## config.mk

```make
export PLATFORM = sky130hd
export DESIGN_NAME = pipe_hazard_ctrl_flat
export DESIGN_NICKNAME = d
export VERILOG_FILES = /design/src/rtl/pipe_hazard_ctrl_if.sv /design/src/rtl/pipe_hazard_ctrl.sv /design/src/flat_wrapper.sv
export SDC_FILE = /design/constraint.sdc
export NUM_CORES = 1
export LEC_CHECK = 0
export BUFFER_PORTS_ARGS = -buffer_cell sky130_fd_sc_hd__buf_2
export CAP_MARGIN = 20
export CORE_ASPECT_RATIO = 0.9
export CORE_UTILIZATION = 45
export DETAILED_ROUTE_END_ITERATION = 8
export GPL_TIMING_DRIVEN = 0
export PLACE_DENSITY = 0.88
export SLEW_MARGIN = 5
export SYNTH_ARGS = -nofsm -noshare
export SYNTH_HDL_FRONTEND = slang
export SYNTH_SLANG_ARGS = --single-unit
```

## constraint.sdc

```tcl
create_clock -name clk -period 2.9 [get_ports clk]
set_input_delay 0.145 -clock clk [delete_from_list [all_inputs] [get_ports clk]]
set_output_delay 0.145 -clock clk [all_outputs]
set_load 0.02 [all_outputs]
```

## src/rtl/pipe_hazard_ctrl_if.sv

```systemverilog
// Pipeline <-> hazard controller signal bundle.
// master: the hazard controller (drives the pipeline controls).
// slave: the pipeline side (drives instructions and memory status).
interface pipe_hazard_ctrl_if;
  logic [31:0] exe_instr;
  logic [31:0] mwb_instr;
  logic        mwb_reg_we;
  logic [1:0]  mwb_dmem_sel;
  logic        dmem_ready;
  logic        branch_taken;

  logic        pc_stall;
  logic        if2exe_stall;
  logic        if2exe_flush;
  logic        exe2mwb_stall;
  logic        exe2mwb_bubble;
  logic        dmem_req;
  logic        fwd_rs1;
  logic        fwd_rs2;
  logic        mem_err;
  logic [31:0] stall_cnt;

  modport master (
    input  exe_instr, mwb_instr, mwb_reg_we, mwb_dmem_sel, dmem_ready, branch_taken,
    output pc_stall, if2exe_stall, if2exe_flush, exe2mwb_stall, exe2mwb_bubble,
           dmem_req, fwd_rs1, fwd_rs2, mem_err, stall_cnt
  );

  modport slave (
    output exe_instr, mwb_instr, mwb_reg_we, mwb_dmem_sel, dmem_ready, branch_taken,
    input  pc_stall, if2exe_stall, if2exe_flush, exe2mwb_stall, exe2mwb_bubble,
           dmem_req, fwd_rs1, fwd_rs2, mem_err, stall_cnt
  );
endinterface

```

## src/rtl/pipe_hazard_ctrl.sv

```systemverilog
// Hazard / memory-wait controller for the IF -> EXE -> MWB pipeline.
// Resolves data-memory waits (with timeout), load-use hazards and taken
// branches, drives EXE forwarding selects and counts stall cycles.
module pipe_hazard_ctrl #(
  parameter int unsigned TIMEOUT = 16
) (
  input logic             clk,
  input logic             rst,
  pipe_hazard_ctrl_if.master bus
);

  localparam int unsigned CNT_W = (TIMEOUT > 2) ? $clog2(TIMEOUT) : 1;
  localparam logic [CNT_W-1:0] WAIT_LAST = CNT_W'(TIMEOUT - 1);

  localparam logic [6:0] OP_LUI    = 7'b0110111;
  localparam logic [6:0] OP_AUIPC  = 7'b0010111;
  localparam logic [6:0] OP_JAL    = 7'b1101111;
  localparam logic [6:0] OP_REG    = 7'b0110011;
  localparam logic [6:0] OP_STORE  = 7'b0100011;
  localparam logic [6:0] OP_BRANCH = 7'b1100011;

  typedef enum logic [0:0] {
    ST_RUN      = 1'b0,
    ST_MEM_WAIT = 1'b1
  } state_t;

  state_t           state_q, state_d;
  logic [CNT_W-1:0] wait_cnt_q, wait_cnt_d;
  logic             mem_err_q, mem_err_d;
  logic [31:0]      stall_cnt_q;

  logic [6:0] exe_op;
  logic [4:0] exe_rs1, exe_rs2, mwb_rd;
  logic       uses_rs1, uses_rs2;
  logic       wr_hit1, wr_hit2;
  logic       mem_op, is_load, load_use;
  logic       freeze;

  logic pc_stall, if2exe_stall, if2exe_flush, exe2mwb_stall, exe2mwb_bubble;
  logic dmem_req, fwd_rs1, fwd_rs2;

  // Instruction fields not needed for hazard detection.
  logic unused_instr_bits;
  assign unused_instr_bits = ^{bus.exe_instr[31:25], bus.exe_instr[14:7],
                               bus.mwb_instr[31:12], bus.mwb_instr[6:0]};

  // Operand-usage decode and MWB -> EXE dependency detection.
  always_comb begin
    exe_op   = bus.exe_instr[6:0];
    exe_rs1  = bus.exe_instr[19:15];
    exe_rs2  = bus.exe_instr[24:20];
    mwb_rd   = bus.mwb_instr[11:7];
    uses_rs1 = (exe_op != OP_LUI) && (exe_op != OP_AUIPC) && (exe_op != OP_JAL);
    uses_rs2 = (exe_op == OP_REG) || (exe_op == OP_STORE) || (exe_op == OP_BRANCH);
    wr_hit1  = bus.mwb_reg_we && (mwb_rd != 5'd0) && (mwb_rd == exe_rs1) && uses_rs1;
    wr_hit2  = bus.mwb_reg_we && (mwb_rd != 5'd0) && (mwb_rd == exe_rs2) && uses_rs2;
    is_load  = (bus.mwb_dmem_sel == 2'd1);
    mem_op   = (bus.mwb_dmem_sel == 2'd1) || (bus.mwb_dmem_sel == 2'd2);
    load_use = is_load && (wr_hit1 || wr_hit2);
  end

  // Wait FSM next state plus prioritised pipeline controls.
  always_comb begin
    state_d        = state_q;
    wait_cnt_d     = wait_cnt_q;
    mem_err_d      = mem_err_q;
    freeze         = 1'b0;
    pc_stall       = 1'b0;
    if2exe_stall   = 1'b0;
    if2exe_flush   = 1'b0;
    exe2mwb_stall  = 1'b0;
    exe2mwb_bubble = 1'b0;
    dmem_req       = 1'b0;
    fwd_rs1        = 1'b0;
    fwd_rs2        = 1'b0;

    unique case (state_q)
      ST_RUN: begin
        if (mem_op && !bus.dmem_ready) begin
          freeze     = 1'b1;
          state_d    = ST_MEM_WAIT;
          wait_cnt_d = '0;
        end
      end
      ST_MEM_WAIT: begin
        if (bus.dmem_ready) begin
          state_d = ST_RUN;
        end else if (wait_cnt_q == WAIT_LAST) begin
          mem_err_d = 1'b1;
          state_d   = ST_RUN;
        end else begin
          freeze     = 1'b1;
          wait_cnt_d = wait_cnt_q + CNT_W'(1);
        end
      end
      default: state_d = ST_RUN;
    endcase

    if (!rst) begin
      dmem_req = mem_op;
      fwd_rs1  = wr_hit1 && !is_load;
      fwd_rs2  = wr_hit2 && !is_load;
      if (freeze) begin
        pc_stall      = 1'b1;
        if2exe_stall  = 1'b1;
        exe2mwb_stall = 1'b1;
      end else if (load_use) begin
        // Stale operands: any branch decision this cycle is discarded.
        pc_stall       = 1'b1;
        if2exe_stall   = 1'b1;
        exe2mwb_bubble = 1'b1;
      end else if (bus.branch_taken) begin
        if2exe_flush = 1'b1;
      end
    end
  end

  // State, wait counter, sticky timeout flag and saturating stall counter.
  always_ff @(posedge clk) begin
    if (rst) begin
      state_q     <= ST_RUN;
      wait_cnt_q  <= '0;
      mem_err_q   <= 1'b0;
      stall_cnt_q <= '0;
    end else begin
      state_q    <= state_d;
      wait_cnt_q <= wait_cnt_d;
      mem_err_q  <= mem_err_d;
      if (pc_stall && (stall_cnt_q != 32'hFFFF_FFFF)) begin
        stall_cnt_q <= stall_cnt_q + 32'd1;
      end
    end
  end

  assign bus.pc_stall       = pc_stall;
  assign bus.if2exe_stall   = if2exe_stall;
  assign bus.if2exe_flush   = if2exe_flush;
  assign bus.exe2mwb_stall  = exe2mwb_stall;
  assign bus.exe2mwb_bubble = exe2mwb_bubble;
  assign bus.dmem_req       = dmem_req;
  assign bus.fwd_rs1        = fwd_rs1;
  assign bus.fwd_rs2        = fwd_rs2;
  assign bus.mem_err        = mem_err_q;
  assign bus.stall_cnt      = stall_cnt_q;

endmodule
```

## src/flat_wrapper.sv

```systemverilog
// flat-port wrapper written by rule: the top's interface ports become plain ports
module pipe_hazard_ctrl_flat 
#(
  parameter int unsigned TIMEOUT = 16
)
  (clk, rst, bus_exe_instr, bus_mwb_instr, bus_mwb_reg_we, bus_mwb_dmem_sel, bus_dmem_ready, bus_branch_taken, bus_pc_stall, bus_if2exe_stall, bus_if2exe_flush, bus_exe2mwb_stall, bus_exe2mwb_bubble, bus_dmem_req, bus_fwd_rs1, bus_fwd_rs2, bus_mem_err, bus_stall_cnt);
  pipe_hazard_ctrl_if bus_i ();
  input logic clk;
  input logic rst;
  input wire logic [$bits(bus_i.exe_instr)-1:0] bus_exe_instr;
  input wire logic [$bits(bus_i.mwb_instr)-1:0] bus_mwb_instr;
  input wire logic [$bits(bus_i.mwb_reg_we)-1:0] bus_mwb_reg_we;
  input wire logic [$bits(bus_i.mwb_dmem_sel)-1:0] bus_mwb_dmem_sel;
  input wire logic [$bits(bus_i.dmem_ready)-1:0] bus_dmem_ready;
  input wire logic [$bits(bus_i.branch_taken)-1:0] bus_branch_taken;
  output wire logic [$bits(bus_i.pc_stall)-1:0] bus_pc_stall;
  output wire logic [$bits(bus_i.if2exe_stall)-1:0] bus_if2exe_stall;
  output wire logic [$bits(bus_i.if2exe_flush)-1:0] bus_if2exe_flush;
  output wire logic [$bits(bus_i.exe2mwb_stall)-1:0] bus_exe2mwb_stall;
  output wire logic [$bits(bus_i.exe2mwb_bubble)-1:0] bus_exe2mwb_bubble;
  output wire logic [$bits(bus_i.dmem_req)-1:0] bus_dmem_req;
  output wire logic [$bits(bus_i.fwd_rs1)-1:0] bus_fwd_rs1;
  output wire logic [$bits(bus_i.fwd_rs2)-1:0] bus_fwd_rs2;
  output wire logic [$bits(bus_i.mem_err)-1:0] bus_mem_err;
  output wire logic [$bits(bus_i.stall_cnt)-1:0] bus_stall_cnt;
  assign bus_i.exe_instr = bus_exe_instr;
  assign bus_i.mwb_instr = bus_mwb_instr;
  assign bus_i.mwb_reg_we = bus_mwb_reg_we;
  assign bus_i.mwb_dmem_sel = bus_mwb_dmem_sel;
  assign bus_i.dmem_ready = bus_dmem_ready;
  assign bus_i.branch_taken = bus_branch_taken;
  assign bus_pc_stall = bus_i.pc_stall;
  assign bus_if2exe_stall = bus_i.if2exe_stall;
  assign bus_if2exe_flush = bus_i.if2exe_flush;
  assign bus_exe2mwb_stall = bus_i.exe2mwb_stall;
  assign bus_exe2mwb_bubble = bus_i.exe2mwb_bubble;
  assign bus_dmem_req = bus_i.dmem_req;
  assign bus_fwd_rs1 = bus_i.fwd_rs1;
  assign bus_fwd_rs2 = bus_i.fwd_rs2;
  assign bus_mem_err = bus_i.mem_err;
  assign bus_stall_cnt = bus_i.stall_cnt;
  pipe_hazard_ctrl #(.TIMEOUT(TIMEOUT)) u_core (.clk(clk), .rst(rst), .bus(bus_i));
endmodule
```

==> flow_metrics.py <==
metrics = {
    "final_layout": {
        "syn2layout_area_growth_pct": 23.5,
        "nets": 426,
        "final_core_util_pct": 59.1,
        "diodes": 0,
        "drive_gt1_share_pct": 25.4,
    },
    "placed_design": {
        "place.gp.congestion": 0.834,
        "post-place-ws_ns": 0.502,
        "dp.final_hpwl_mm": 4.28,
        "io_buffers": 69,
    },
    "synthesis": {
        "avgSynthCellArea_um2": 7.91,
        "yosysTopAreaCell": "dfxtp_1",
        "synthArstFlopShare_pct": 0,
        "synth_most_common_cell": "dfxtp_1",
        "ys_seq_area_share_pct": 35.0,
        "syn_nets": 349,
        "ys_ff_latch": 38,
        "synth_cell_type_count": 40,
        "syn_inst": 275,
        "synth-edff-count": 0,
        "ys_top_cells_by_area": "dfxtp_1 35%, a21oi_1 7.1%, or3_1 6.0%",
        "yosys-top-cells-count": "38 x dfxtp_1, 31 x a21oi_1, 22 x nor2_1, 22 x o21ai_0, 21 x or3_1",
        "synth_top_cell_area_share_pct": 35.0,
        "synthFlopType": "dfxtp_1",
        "synth_warnings": 0,
        "synth_area_um2": 2170,
    },
    "grt": {
        "grt-ovfl-total": 0,
        "grt_first_pass_wirelength_mm": 9.47,
        "grtUsageTotal_pct": 24.4,
        "grt_pass1_vias": 2197,
        "antenna_found_initial": 0,
        "grt_max_degree": 11,
    },
    "critical_path": {
        "cp.arrival_ns": 2.55,
        "critPathRequiredTime_ns": 2.76,
        "critPathLaunchType": "register",
        "crit_buf_inv": 3,
        "worstPathMaxFanout": 10,
        "endpoint_kind": "primary output",
        "crit_chain": "ha_1 -> nand4_1 -> nor2b_1 -> o21ai_1 -> o211a_4 -> clkbuf_1 -> nor2_1 -> buf_4 -> buf_2",
        "crit_type": "register to primary output",
        "r2r-end": "u_core.bus.stall_cnt[25]",
        "r2r-start": "u_core.wait_cnt_q[0]",
        "critical_path.top_delay_family": "compound AO/OA/AOI/OAI gates",
        "critPathMaxStageDelay_ns": 0.37,
        "ff2ff_setup_slack_ns": 0.51,
        "critical_path.slowest_cell": "dfxtp_1",
        "reg2regPathDepth": 8,
    },
    "power_and_ir_drop": {
        "p_per_area_nw_per_um2": 379,
        "p_total_mw": 1.02,
        "vdd_drop_max_mv": 0.290,
        "static-leakage-power_nw": 1.06,
    },
    "clock_network": {
        "clkSinkCount": 38,
        "cts_buffers": 5,
        "cts_buffer_depth": 2,
        "post_cts_resized": 0,
        "cts_tree": "built",
        "ctsHoldBuffers": 0,
        "htree_levels": 2,
        "cts_root_buffer": "clkbuf_8",
        "clkTransAtPathRegs_ns": 0.07,
        "clock_latency_ns": 0.29,
        "postCtsSetupBuffers": 0,
    },
    "timing": {
        "final.setup.worst_slack_ns": 0.209,
        "setup_tns_ns": 0,
        "worst_pin_slew_ns": 0.579,
        "finClkSkew_ns": 0.00648,
        "rsz0062_at_grt": "false",
        "hold_violations": 0,
        "relSlewSlack_pct": 61.1,
        "finalSetupViolations": 0,
        "min_period_over_period_pct": 92.8,
        "slew_viol_final": 0,
        "fmax_mhz": 372,
        "hold-worst-slack_ns": 0.164,
        "period_needed_ns": 2.69,
    },
    "floorplanning": {
        "dieHeight_um": 68.0,
        "fp.dieArea_um2": 5110,
        "start_util_pct": 47.8,
        "ios": 112,
        "rows": 23,
        "fp.dieW_um": 75.3,
        "core_um2": 4550,
    },
    "route": {
        "drt_iter0_drc": 206,
        "dr.pass1.iters": 5,
        "routed_wl_mm": 5.76,
        "route.detailed.drc": 0,
        "vias": 2427,
        "via_per_inst": 5.88,
        "wl_per_cell_um": 14.0,
        "ant_nets": 0,
    },
    "hold_path": {
        "hold_end": "u_core.bus.mem_err",
        "hold_path.class": "input port to register",
        "whs_path_depth": 4,
        "hp-start": "bus_dmem_ready",
    },
    "status": {
        "status": "complete, no violations",
    },
    "flow_run": {
        "drv_cap": 0,
    },
}
==> per-stage QoR <==
step | cell area (um^2) | instances
floorplan | 2170 | 275
CTS | 2680 | 412
global placement | 2600 | 406
detailed placement | 2600 | 406
global route | 2690 | 413
finish | 2690 | 413
==> worst min-delay path, cell delays in order <==
cell,delay [ns]
buf_2,0.10
nor2_1,0.04
nor2_1,0.08
nor2_1,0.04
==> sequential cells by signal (all words and copies together) (netlist names) <==
| name | flops |
|---|---|
| u_core.bus.mem_err | 1 |
| u_core.bus.stall_cnt | 32 |
| u_core.state_q | 1 |
| u_core.wait_cnt_q | 4 |
==> placed cells by master (no fill, tap or decap), drive strengths merged, types with 2 or more instances in the layout <==
| cell | count |
|---|---|
| buf | 74 |
| dfxtp | 38 |
| a21oi | 31 |
| o21ai | 24 |
| nor2 | 22 |
| or3 | 21 |
| nand4 | 18 |
| clkbuf | 18 |
| nand3 | 17 |
| nor3 | 9 |
| or4 | 9 |
| nand2 | 8 |
| and3 | 8 |
| xnor2 | 7 |
| o31ai | 6 |
| nor2b | 5 |
| xor2 | 5 |
| inv | 4 |
| and4 | 4 |
| mux2 | 4 |
| nor3b | 3 |
| ha | 3 |
| nand3b | 2 |
| and2 | 2 |
| or3b | 2 |
==> layout make-up <==
class                           count  area, um^2
Inverter                            4        15.0
Sequential cell                    38         761
Fill cell                         450        1860
Clock buffer                        6        82.6
Multi-Input combinational cell    217        1320
Buffer                             16        75.1
Tap cell                           62        77.6
Timing Repair Buffer               70         350
==> how the worst max path moves through the flow <==
stage	cells past startpoint	end	start	slack, ns
after global placement	9	bus_pc_stall	u_core.wait_cnt_q[0]	0.56
final	9	bus_pc_stall	u_core.wait_cnt_q[0]	0.21
after floorplan	7	u_core.bus.stall_cnt[11]	u_core.bus.stall_cnt[25]	0.71
after detailed placement	8	u_core.bus.stall_cnt[25]	u_core.wait_cnt_q[0]	0.50
after CTS	9	bus_pc_stall	u_core.wait_cnt_q[0]	0.21
after global routing	9	bus_pc_stall	u_core.wait_cnt_q[0]	0.03
==> power by group <==
part	switching [mW]	internal [mW]	total, mW	leakage, nW
clock	0.177	0.183	0.361	0.0431
sequential	0.00444	0.525	0.530	0.306
combinational	0.0797	0.0478	0.127	0.708
total	0.262	0.756	1.02	1.06
==> layer usage <==
layer	part of all wire [%]	global-route usage (%)
met3	6.6	4.86
met1	44	30.6
met4	2.3	10.9
met5	0	0
met2	47	40.5
==> cell families (layout without fill, tap and decap cells) <==
logic type | count (synthesis) | in the layout | synth area share [%]
flops | 38 | 38 | 35.0
buf+inv | 20 | 96 | 4.14
fa+ha+maj | 3 | 3 | 1.73
simple gates | 135 | 135 | 36.1
compound gates | 63 | 63 | 16.1
xor+xnor | 12 | 12 | 4.83
mux | 4 | 4 | 2.07
(Power assumes the default switching activity.)
